File: src/rtl/prism_sp_tx_csum_insert.sv
`default_nettype none
// +--------------------------------------------------------------------------+
// | prism_sp_tx_csum_insert: writes IP/L4 checksums from a FIFO into frames   |
// | Rev 1.0                                                                   |
// +--------------------------------------------------------------------------+
module prism_sp_tx_csum_insert #(
    parameter int DATA_WIDTH = 128,
    parameter int CNT_WIDTH  = 32
) (
    input  logic                  clock,
    input  logic                  reset,
    input  logic                  i_valid,
    output logic                  i_ready,
    input  logic [DATA_WIDTH-1:0] i_data,
    input  logic                  i_sof,
    input  logic                  i_eof,
    input  logic [37:0]           csum_rd_data,
    input  logic                  csum_empty,
    output logic                  csum_rd_en,
    output logic                  o_valid,
    output logic [DATA_WIDTH-1:0] o_data,
    output logic                  o_sof,
    output logic                  o_eof,
    input  logic                  o_ready,
    output logic [CNT_WIDTH-1:0]  patched_count
);

    typedef enum logic [0:0] {
        ST_IDLE  = 1'b0,
        ST_FRAME = 1'b1
    } state_t;

    state_t                  state;
    logic [2:0]              word_idx;
    logic [37:0]             entry;
    logic                    frame_hit;

    logic                    out_free;
    logic                    fifo_unavail;
    logic                    accept;
    logic                    forward;
    logic                    is_ipv4;
    logic [1:0]              l4_type;
    logic [15:0]             ip_csum;
    logic [15:0]             l4_csum;
    logic [15:0]             udp_csum;
    logic [DATA_WIDTH-1:0]   patched_data;
    logic                    beat_hit;
    logic                    unused_bits;

    // The pop is registered, so the head is stale for one cycle after a pop.
    assign out_free     = !o_valid || o_ready;
    assign fifo_unavail = csum_empty || csum_rd_en;
    assign i_ready      = out_free && !((state == ST_IDLE) && i_valid && i_sof && fifo_unavail);
    assign accept       = i_valid && i_ready;
    assign forward      = accept && ((state == ST_FRAME) || i_sof);

    assign is_ipv4     = (entry[1:0] == 2'b01);
    assign ip_csum     = entry[17:2];
    assign l4_type     = entry[19:18];
    assign l4_csum     = entry[35:20];
    assign udp_csum    = (l4_csum == 16'h0000) ? 16'hFFFF : l4_csum;
    assign unused_bits = ^entry[37:36];

    // word_idx holds the index of the beat currently presented in FRAME.
    always_comb begin
        patched_data = i_data;
        beat_hit     = 1'b0;
        if ((state == ST_FRAME) && is_ipv4) begin
            case (word_idx)
                3'd1: begin
                    patched_data[79:64] = {ip_csum[7:0], ip_csum[15:8]};
                    beat_hit            = 1'b1;
                end
                3'd2: begin
                    if (l4_type == 2'b10) begin
                        patched_data[79:64] = {udp_csum[7:0], udp_csum[15:8]};
                        beat_hit            = 1'b1;
                    end
                end
                3'd3: begin
                    if (l4_type == 2'b01) begin
                        patched_data[31:16] = {l4_csum[7:0], l4_csum[15:8]};
                        beat_hit            = 1'b1;
                    end
                end
                default: begin
                end
            endcase
        end
    end

    always_ff @(posedge clock or posedge reset) begin
        if (reset) begin
            state         <= ST_IDLE;
            word_idx      <= 3'd0;
            entry         <= 38'd0;
            frame_hit     <= 1'b0;
            csum_rd_en    <= 1'b0;
            o_valid       <= 1'b0;
            o_data        <= '0;
            o_sof         <= 1'b0;
            o_eof         <= 1'b0;
            patched_count <= '0;
        end else begin
            csum_rd_en <= 1'b0;
            if (accept) begin
                case (state)
                    ST_IDLE: begin
                        if (i_sof) begin
                            entry      <= csum_rd_data;
                            csum_rd_en <= 1'b1;
                            word_idx   <= 3'd1;
                            frame_hit  <= 1'b0;
                            if (!i_eof) begin
                                state <= ST_FRAME;
                            end
                        end
                    end
                    ST_FRAME: begin
                        if (word_idx != 3'd4) begin
                            word_idx <= word_idx + 3'd1;
                        end
                        frame_hit <= frame_hit | beat_hit;
                        if (i_eof) begin
                            state <= ST_IDLE;
                            if (frame_hit || beat_hit) begin
                                patched_count <= patched_count + CNT_WIDTH'(1);
                            end
                        end
                    end
                    default: state <= ST_IDLE;
                endcase
            end
            if (out_free) begin
                o_valid <= forward;
                if (forward) begin
                    o_data <= patched_data;
                    o_sof  <= i_sof && (state == ST_IDLE);
                    o_eof  <= i_eof;
                end
            end
        end
    end

endmodule
`default_nettype wire

File: config.mk
export PLATFORM = sky130hd
export DESIGN_NAME = prism_sp_tx_csum_insert
export DESIGN_NICKNAME = d
export VERILOG_FILES = /design/src/rtl/prism_sp_tx_csum_insert.sv
export SDC_FILE = /design/constraint.sdc
export NUM_CORES = 1
export LEC_CHECK = 0
export BUFFER_PORTS_ARGS = -buffer_cell sky130_fd_sc_hd__buf_2
export CORE_AREA = 4 4 122 211
export CTS_CLUSTER_DIAMETER = 40
export DETAILED_ROUTE_END_ITERATION = 10
export DIE_AREA = 0 0 126 215
export PLACE_DENSITY = 0.72
export SLEW_MARGIN = 20
export SYNTH_ARGS = -nofsm -noshare
export SYNTH_HDL_FRONTEND = slang
export SYNTH_SLANG_ARGS = --single-unit
File: constraint.sdc
create_clock -name clock -period 5.6 [get_ports clock]
set_input_delay 0.28 -clock clock [delete_from_list [all_inputs] [get_ports clock]]
set_output_delay 0.28 -clock clock [all_outputs]
set_load 0.05 [all_outputs]
==> results by group, run 1 <==
Power
  • Switching pwr: 2799 uW
  • Register share of total power: 0.347
  • LEAKAGE: 0.006386 uW
  • Sw frac: 0.4346
  • Comb power frac: 0.394
  • PnR Total Power: 6441 uW
  • Peak supply drop: 0.0003351 V
  • Internal power: 3642 uW
  • Clk pwr share: 0.258
  • Power per cell area: 498.7 nW/um^2

Drt
  • DRT iter0 DRCs: 328
  • Drt pass-1 iters: 4
  • # DRC: 0
  • Vias per cell: 4.978
  • Wirelength, routed: 27.56 mm
  • Wire length per cell: 18.09 um
  • Vias: 7586
  • Antenna viol nets, final: 0

Clock network
  • H-tree depth: 1
  • Post-CTS Repair Setup Buffers: 0
  • Clock transition at the registers of the reported paths: 60 ps
  • Clock Latency Late Sink: 520 ps
  • Clk root buf: clkbuf_16
  • CTS tree: done
  • # clock sinks: 205
  • Num CTS Buffers: 26
  • Max clock buf depth: 3

Die
  • Starting Density: 0.3630
  • Area of the core: 24020 sq um
  • Total die area: 27090 sq um
  • Die Y: 215 um
  • Io pins: 338
  • Die Wd: 126 um
  • Placement Rows: 75

Timing
  • Final period util: 0.4708
  • Worst Tran Pin Value: 970.9 ps
  • RSZ-0062 raised after global routing: no
  • Fmax: 0.3793 GHz
  • Pins Over Slew Limit: 0
  • Endpoints failing setup: 0
  • TNS Setup: 0 ps
  • Count of final hold-check violations: 0
  • Tmin final: 2636 ps
  • Worst rel slew slack: 0.3505
  • Clock Skew: 15.37 ps

Synth
  • Cell variety after synth: 45
  • Cell Area, Synth: 8720 sq um
  • Yosys top cell by area: dfrtp_1
  • Mean Syn Cell Area: 11.96 sq um
  • Synth Net Count: 908
  • Gate Count Post-Synth: 729
  • Synth area leaders: dfrtp_1, mux2_2, nand2_1
  • Top FF cell, synth: dfrtp_1
  • Async set-or-reset flop fraction in the synthesized netlist: 1.000
  • Synth warn: 0
  • Seq/Total Area, Yosys: 0.5883
  • EDFF count, synth: 0
  • Yosys reg bits: 205
  • Share of the synthesized area in the top cell type: 0.5883

Placement
  • Post-DP HPWL: 18.53 mm
  • Port bufs: 335
  • Routability Congestion: 0.8466

Job
  • Max cap viols: 0

Outcome
  • Outcome: finished clean

Setup path
  • Max stage delay on crit path: 870 ps
  • Worst path required time: 6010 ps
  • CP Depth: 5
  • CP max stage cell: o41ai_4
  • Kind of critical path: reg -> reg
  • WP buf/inv: 0
  • Reg2Reg Depth: 5
  • Startpoint types: register
  • Worst path top cell family by delay: compound AO/OA/AOI/OAI gates
  • Crit. End Element: register
  • Arrival time at the worst endpoint: 3050 ps
  • Crit path max fanout: 16
  • Worst-path cell chain: or4_1 -> o41ai_4 -> o221a_2 -> a21oi_1 -> o221ai_1

Min path
  • Hold Path Depth: 2
  • Min-delay worst type: in -> reg

Finish
  • Nets@finish: 1374
  • Proportion of layout cells with a drive suffix above 1: 0.4305
  • Fillers: 2072
  • Area Overhead vs Synth: 48.13%

Global route
  • Grt ovf: 0
  • GRT Total Usage: 0.1990
  • First-pass GRT wire length: 43.81 mm
  • Initial antenna violation count: 1
  • Largest net degree at the start of global routing: 117
  • Vias in the first global route: 8400
==> through the flow <==
step	area (sq um)	cells	utilization	setup WS (ps)	hold WS, ps
floorplan	8723	729	-	2662	385.4
global placement	10710	1342	0.4456	3034	283.2
detailed placement	10710	1342	0.4457	2995	292.9
CTS	12890	1521	0.5367	2967	2.702
global route	12920	1524	0.5377	2855	10.25
finish	12920	1524	0.5377	2964	36.56
==> synth_stat cells, types with 11 or more instances <==
cell      number
inv_1         12
nand2_1      171
mux2_2        98
buf_2         14
xor2_1        11
clkbuf_1      19
o21ai_0       17
a21oi_1       18
xnor2_1       20
o221a_2       12
nand4_1       14
dfrtp_1      205
mux2i_1       16
==> cell type report <==
class,instances,area (sq um),share of cell area
Antenna cell,1,2.502,0.0001937
Clock buffer,34,742.0,0.05744
Clock inverter,14,131.4,0.01017
Inverter,13,52.55,0.004069
Multi-Input combinational cell,472,3383,0.2619
Sequential cell,205,5130,0.3972
Tap cell,308,385.4,0.02984
Timing Repair Buffer,477,3089,0.2392
==> per-layer routing <==
| layer | up-vias | part of all wire | GRT usage |
|---|---|---|---|
| li1 | 3470 | - | - |
| met1 | 3698 | 0.33 | 0.1986 |
| met2 | 304 | 0.55 | 0.3699 |
| met3 | 114 | 0.057 | 0.04075 |
| met4 | 0 | 0.068 | 0.1224 |
| met5 | - | 0 | 0 |
==> state kept, by name, indices dropped and copies added (netlist names) <==
name / count
o_data: 128
entry: 36
patched_count: 32
word_idx: 3
csum_rd_en: 1
frame_hit: 1
o_eof: 1
o_sof: 1
o_valid: 1
state: 1
==> what timing repair did <==
item,in CTS,in global routing
gates resized for setup,0,0
hold endpoints to repair,145,1
hold buffers,131,1
==> layout by cell type (no fill, tap or decap), types with 4 or more instances in the layout <==
cell type	instances
o221a_2	12
o21ai_0	17
clkbuf_16	27
xnor2_1	20
mux2i_1	16
o221ai_1	6
dfrtp_1	205
nand3_1	10
nor2b_1	5
nor3_1	9
o221a_1	5
xor2_1	11
nand2_1	171
buf_2	335
clkbuf_8	4
and3_1	5
buf_4	8
and4_1	5
inv_6	6
ha_1	6
dlygate4sd3_1	132
nor2_1	8
nand4_1	14
inv_1	11
mux2_2	98
a21oi_1	18
o221ai_2	10
==> final timing paths <==
path	start	to	slack, ps
setup / recovery	entry[30]$_DFFE_PP0P_	o_data[76]$_DFFE_PP0P_	2960
min in group asynchronous	reset	o_data[2]$_DFFE_PP0P_	310
hold reg to reg	patched_count[31]$_DFFE_PP0P_	patched_count[31]$_DFFE_PP0P_	470
setup reg to reg	entry[30]$_DFFE_PP0P_	o_data[76]$_DFFE_PP0P_	2960
hold / removal	i_data[38]	o_data[38]$_DFFE_PP0P_	40
max in group asynchronous	reset	o_data[7]$_DFFE_PP0P_	4020
==> kinds of logic after synthesis <==
group / synth area share
adders and majority gates: 0.008609
DFF: 0.5883
and+or+nand+nor: 0.1244
buffers and inverters: 0.02525
xor gates and xnor gates: 0.03114
AOI/OAI and AO/OA: 0.07734
muxes: 0.1449
==> power groups by stage <==
| stage | Combinational [uW] | Sequential [uW] | Clock (uW) |
|---|---|---|---|
| after floorplan | 729 | 3280 | 0 |
| after CTS | 2540 | 2220 | 1710 |
| after global placement | 2430 | 2220 | 0 |
| final | 2540 | 2240 | 1660 |
| after detailed placement | 2460 | 2250 | 0 |
| after global routing | 2670 | 2280 | 1780 |
(Power assumes the default switching activity.)
==> run 2: changes to the inputs <==
Clock period 5.6 ns to 2.35 ns, I/O delays scaled along.
==> run 2 against run 1 <==
Net effect:
- global-route usage up 0.90 points
- routed wire length up 4.8%
- non-clock buffer count up 55
- via count up 2.8%
- sequential cell count unchanged
- final cell count up 3.1%
- critical path depth up 2
- combinational power rose to 2.5 times the previous value
- critical path type unchanged
- largest cell class unchanged
- largest power group unchanged
==> results by group, run 2 (synthesis results as in run 1) <==
Finish
  • Nets@finish: 1426
  • Final core occ: 0.5563
  • Top Registers: o_data x128, entry x36, patched_count x32
  • Fillers: 1972
  • Most flops, register: o_data
  • Cell area after layout: 13360 sq um
  • Area Overhead vs Synth: 53.26%
  • Proportion of layout cells with a drive suffix above 1: 0.4244
  • Most frequent cells in the layout: buf_2, dfrtp_1, nand2_1
  • Commonest non-fill, non-tap cell in the layout: buf_2
  • Max reg flops: 128

Die
  • Total die area: 27090 sq um
  • Io pins: 338
  • Starting Density: 0.3630
  • Area of the core: 24020 sq um
  • Die Wd: 126 um
  • Die Y: 215 um
  • Placement Rows: 75

Timing
  • Worst rel slew slack: 0.5592
  • RSZ-0062 raised after global routing: no
  • Endpoints failing setup: 0
  • Final period util: 0.9449
  • Fmax: 0.4503 GHz
  • Clock Skew: 22.00 ps
  • Pins Over Slew Limit: 0
  • Tmin final: 2221 ps
  • Worst Tran Pin Value: 660.3 ps
  • Count of final hold-check violations: 0

Global route
  • GRT Total Usage: 0.2080
  • First-pass GRT wire length: 45.46 mm
  • Grt ovf: 0
  • Largest net degree at the start of global routing: 90
  • Vias in the first global route: 8525
  • Initial antenna violation count: 1

Setup path
  • Reg2Reg Depth: 7
  • Crit path max fanout: 6
  • Kind of critical path: reg -> reg
  • Worst path required time: 2740 ps
  • Worst-path cell chain: ha_1 -> ha_1 -> and3b_1 -> or4_4 -> and3_1 -> and4_1 -> xor2_1
  • CP max stage cell: or4_4
  • Startpoint types: register
  • Worst R2R Start: word_idx[0]$_DFFE_PP0P_
  • RR Endpoint: patched_count[3]$_DFFE_PP0P_
  • Max stage delay on crit path: 470 ps
  • Arrival time at the worst endpoint: 2610 ps
  • Setup slack, reg-to-reg: 130 ps
  • Crit-path most repeated cell: ha_1
  • Crit. End Element: register

Clock network
  • H-tree depth: 1
  • Num CTS Buffers: 23
  • Clock transition at the registers of the reported paths: 60 ps
  • CTS tree: done
  • Max clock buf depth: 3
  • Clk root buf: clkbuf_16
  • Clock Latency Late Sink: 510 ps
  • # clock sinks: 205

Drt
  • # DRC: 0
  • Vias: 7802
  • DRT iter0 DRCs: 375
  • Vias per cell: 4.963
  • Wire length per cell: 18.38 um
  • Wirelength, routed: 28.89 mm
  • Antenna viol nets, final: 0
  • Drt pass-1 iters: 5

Placement
  • Routability Congestion: 0.8608
  • DP Area: 10900 sq um
  • Port bufs: 335
  • Post-DP HPWL: 18.91 mm

Power
  • Peak supply drop: 0.0007959 V
  • LEAKAGE: 0.006584 uW
  • Power per cell area: 1141 nW/um^2

Min path
  • Hold Crit Start: csum_empty
  • Worst Hold End: state$_DFFE_PP0P_
  • Min-delay worst type: in -> reg
  • Hold Path Depth: 5

Job
  • Max cap viols: 0

Outcome
  • Outcome: finished clean
run 2: cell count changes in the layout (fill, tap and decap cells not counted), moves of 2 or more:
cell / delta
dlygate4sd3_1: +37
buf_4: +15
buf_12: +4
clkbuf_16: -4
clkinvlp_4: +3
inv_6: -3
clkbuf_1: -2
clkinv_2: -2
run 2: cell type report:
class                           instances  area (sq um)  share of cell area
Clock inverter                         13         136.4             0.01021
Timing Repair Buffer                  532          3641              0.2724
Multi-Input combinational cell        472          3382              0.2531
Clock buffer                           28         634.4             0.04747
Sequential cell                       205          5130              0.3839
Antenna cell                            1         2.502           0.0001872
Inverter                               13         52.55            0.003932
Tap cell                              308         385.4             0.02884
run 2: how the worst max path moves through the flow:
stage,slack (ps),depth (start not counted),startpoint,to
2_1_floorplan,-430,1,reset,csum_rd_en$_DFF_PP0_
3_3_place_gp,160,7,word_idx[0]$_DFFE_PP0P_,patched_count[3]$_DFFE_PP0P_
3_5_place_dp,100,6,word_idx[0]$_DFFE_PP0P_,o_data[25]$_DFFE_PP0P_
4_1_cts,110,6,word_idx[0]$_DFFE_PP0P_,o_data[25]$_DFFE_PP0P_
5_1_grt,50,7,word_idx[0]$_DFFE_PP0P_,patched_count[3]$_DFFE_PP0P_
6_report,130,7,word_idx[0]$_DFFE_PP0P_,patched_count[3]$_DFFE_PP0P_
run 2: metrics by stage:
step | hold slack, ps | instances | power, uW | setup TNS (ps) | worst slack [ps]
finish | 197.4 | 1572 | 15250 | 0 | 129.5
detailed placement | 185.4 | 1361 | 11370 | 0 | 96.21
CTS | 155.1 | 1571 | 15280 | 0 | 107.3
floorplan | 222.9 | 729 | 9552 | -87280 | -425.8
global route | 214.9 | 1572 | 15890 | 0 | 45.80
global placement | 187.5 | 1361 | 11240 | 0 | 156.3
run 2: repair_timing:
item                       CTS  global route
hold buffers               169             0
hold endpoints to repair   187             0
resized for setup            0             1
setup endpoints to repair    0             3
buffers inserted             0             0
run 2: critical path: cells and delay by family (launching register included):
family / cells / cell delay (ps)
DFF: 1 / 420
adders and majority gates: 2 / 400
xor gates and xnor gates: 1 / 130
and+or+nand+nor: 4 / 1160
run 2: per-layer routing:
layer / vias up / wire [um] / GRT usage
met5: - / 0 / 0
met4: 0 / 2014 / 0.1342
met3: 115 / 1685 / 0.03329
met2: 362 / 15380 / 0.3758
met1: 3749 / 9802 / 0.2207
li1: 3576 / - / -
run 2: where the power goes:
group          switching [uW]  internal (uW)  leakage, uW  total (uW)
Clock                    1550           2080     0.000367        3630
Combinational            4490           1910      0.00370        6400
Sequential                675           4560      0.00251        5230
==> run 3: changes to the inputs <==
Settings changed: CORE_AREA 4 4 122 211 to 4 4 146 176, DIE_AREA 0 0 126 215 to 0 0 150 180.
==> run 3 against run 2 <==
Net effect:
- via count shrank 0.31%
- worst hold slack got worse by 100 ps
- total power is 4.6% higher
- routed wire length down 0.59%
- sequential power barely moved
- die area decreased by 0.33%
- sequential share of layout area shrank 0.66 points
- non-clock buffer count is 4 lower
- critical path type unchanged
- largest power group unchanged
- highest routed layer unchanged
==> results by group, run 3 (synthesis results as in run 1) <==
Setup path
  • Arrival time at the worst endpoint: 2660 ps
  • Startpoint types: register
  • Crit path max fanout: 8
  • RR Endpoint: patched_count[4]$_DFFE_PP0P_
  • Worst R2R Start: word_idx[0]$_DFFE_PP0P_
  • Critical path launch point: word_idx[0]$_DFFE_PP0P_
  • Reg2Reg Depth: 7
  • Setup slack, reg-to-reg: 110 ps
  • Worst path required time: 2770 ps
  • CP max stage cell: or4_4
  • Crit. End Element: register
  • Worst-path cell chain: ha_1 -> ha_1 -> and3b_1 -> or4_4 -> and3_1 -> and4_1 -> xor2_1
  • Max stage delay on crit path: 460 ps
  • Kind of critical path: reg -> reg
  • Crit-path most repeated cell: ha_1

Timing
  • Final setup margin: 110.5 ps
  • Worst Tran Pin Value: 470.3 ps
  • Clock Skew: 20.49 ps
  • Worst rel slew slack: 0.6865
  • Pins Over Slew Limit: 0
  • Tmin final: 2240 ps
  • Count of final hold-check violations: 0
  • RSZ-0062 raised after global routing: no
  • Endpoints failing setup: 0
  • Fmax: 0.4465 GHz
  • Final period util: 0.9530

Power
  • Switching pwr: 6801 uW
  • Clk pwr share: 0.279
  • Power per cell area: 1173 nW/um^2
  • Register share of total power: 0.329
  • Comb power frac: 0.392
  • Internal power: 9147 uW
  • LEAKAGE: 0.006672 uW
  • Sw frac: 0.4264
  • Peak supply drop: 0.0008337 V

Global route
  • GRT Total Usage: 0.2093
  • Vias in the first global route: 8430
  • Largest net degree at the start of global routing: 80
  • Grt ovf: 0
  • First-pass GRT wire length: 45.51 mm
  • Initial antenna violation count: 0

Die
  • Io pins: 338
  • Die Wd: 150 um
  • Starting Density: 0.3649
  • Total die area: 27000 sq um
  • Area of the core: 23890 sq um
  • Placement Rows: 62
  • Die Y: 180 um

Drt
  • # DRC: 0
  • Vias: 7778
  • Wire length per cell: 17.99 um
  • Drt pass-1 iters: 5
  • Vias per cell: 4.873
  • DRT iter0 DRCs: 286
  • Wirelength, routed: 28.72 mm
  • Antenna viol nets, final: 0

Finish
  • Area Overhead vs Synth: 55.93%
  • Commonest non-fill, non-tap cell in the layout: buf_2
  • Proportion of layout cells with a drive suffix above 1: 0.4278
  • Storage cell area: 5130 sq um
  • Nets@finish: 1429
  • Max reg flops: 128
  • Top Registers: o_data x128, entry x36, patched_count x32
  • Most flops, register: o_data
  • Most frequent cells in the layout: buf_2, dfrtp_1, nand2_1
  • Final core occ: 0.5691
  • Fillers: 1956
  • Area occupied by multi-input gates: 3381 sq um

Placement
  • Routability Congestion: 0.7876
  • Port bufs: 335
  • Pre-CTS setup slack: 116.3 ps
  • Post-DP HPWL: 18.29 mm

Min path
  • Hold Crit Start: csum_empty
  • Worst Hold End: csum_rd_en$_DFF_PP0_
  • Min-delay worst type: in -> reg
  • Hold Path Depth: 4

Outcome
  • Outcome: finished clean

Clock network
  • Clock transition at the registers of the reported paths: 60 ps
  • Hold_buf cts: 169
  • Clk root buf: clkbuf_16
  • # clock sinks: 205
  • H-tree depth: 1
  • Clock Latency Late Sink: 540 ps
  • Max clock buf depth: 3
  • Post-CTS Repair Setup Buffers: 0
  • CTS resizes: 0
  • Num CTS Buffers: 30
  • CTS tree: done

Job
  • Max cap viols: 0
==> run 3: final cells by class <==
type / count / area share
clock buffers: 35 / 0.05963
well taps: 320 / 0.02945
multi-input cells: 472 / 0.2486
repair buffers: 528 / 0.2656
flip-flops and latches: 205 / 0.3773
diodes: 2 / 0.0003681
clock inverters: 21 / 0.01518
inverters: 13 / 0.003865
==> run 3: critical path, delay by kind of cell (launching register included) <==
family                   cells  cell delay (ps)
AND/OR/NAND/NOR              4             1180
XOR/XNOR                     1              140
adder cells (fa/ha/maj)      2              400
flip-flops                   1              410
==> run 3: power by group through the flow <==
stage	Clock [uW]	Combinational, uW	Sequential [uW]
after global placement	0	5910	5230
after floorplan	0	1740	7820
after global routing	4710	6620	5360
after CTS	4550	6240	5220
final	4450	6250	5250
after detailed placement	0	6000	5270
==> run 3: metal layers <==
layer,wire length (um),vias to the layer above,track usage
met1,10580,3797,0.2433
li1,-,3601,-
met5,0,-,0
met2,15290,311,0.3766
met3,1889,69,0.04081
met4,958,0,0.07946
==> run 3: through the flow <==
| stage | setup TNS (ps) | area, sq um | total power, uW | std cells | hold slack (ps) |
|---|---|---|---|---|---|
| 6_report | 0 | 13600 | 15950 | 1596 | 95.09 |
| 3_3_place_gp | 0 | 10880 | 11140 | 1369 | 141.5 |
| 2_1_floorplan | -87280 | 8723 | 9552 | 729 | 222.9 |
| 4_1_cts | 0 | 13590 | 16010 | 1594 | 68.63 |
| 3_5_place_dp | 0 | 10880 | 11270 | 1369 | 149.8 |
| 5_1_grt | 0 | 13590 | 16690 | 1594 | 142.0 |
==> run 3: how the worst max path moves through the flow <==
stage	to	cells after the start	slack [ps]
2_1_floorplan	csum_rd_en$_DFF_PP0_	1	-430
3_3_place_gp	patched_count[3]$_DFFE_PP0P_	7	140
3_5_place_dp	patched_count[3]$_DFFE_PP0P_	7	120
4_1_cts	patched_count[4]$_DFFE_PP0P_	7	110
5_1_grt	patched_count[3]$_DFFE_PP0P_	7	10
6_report	patched_count[4]$_DFFE_PP0P_	7	110
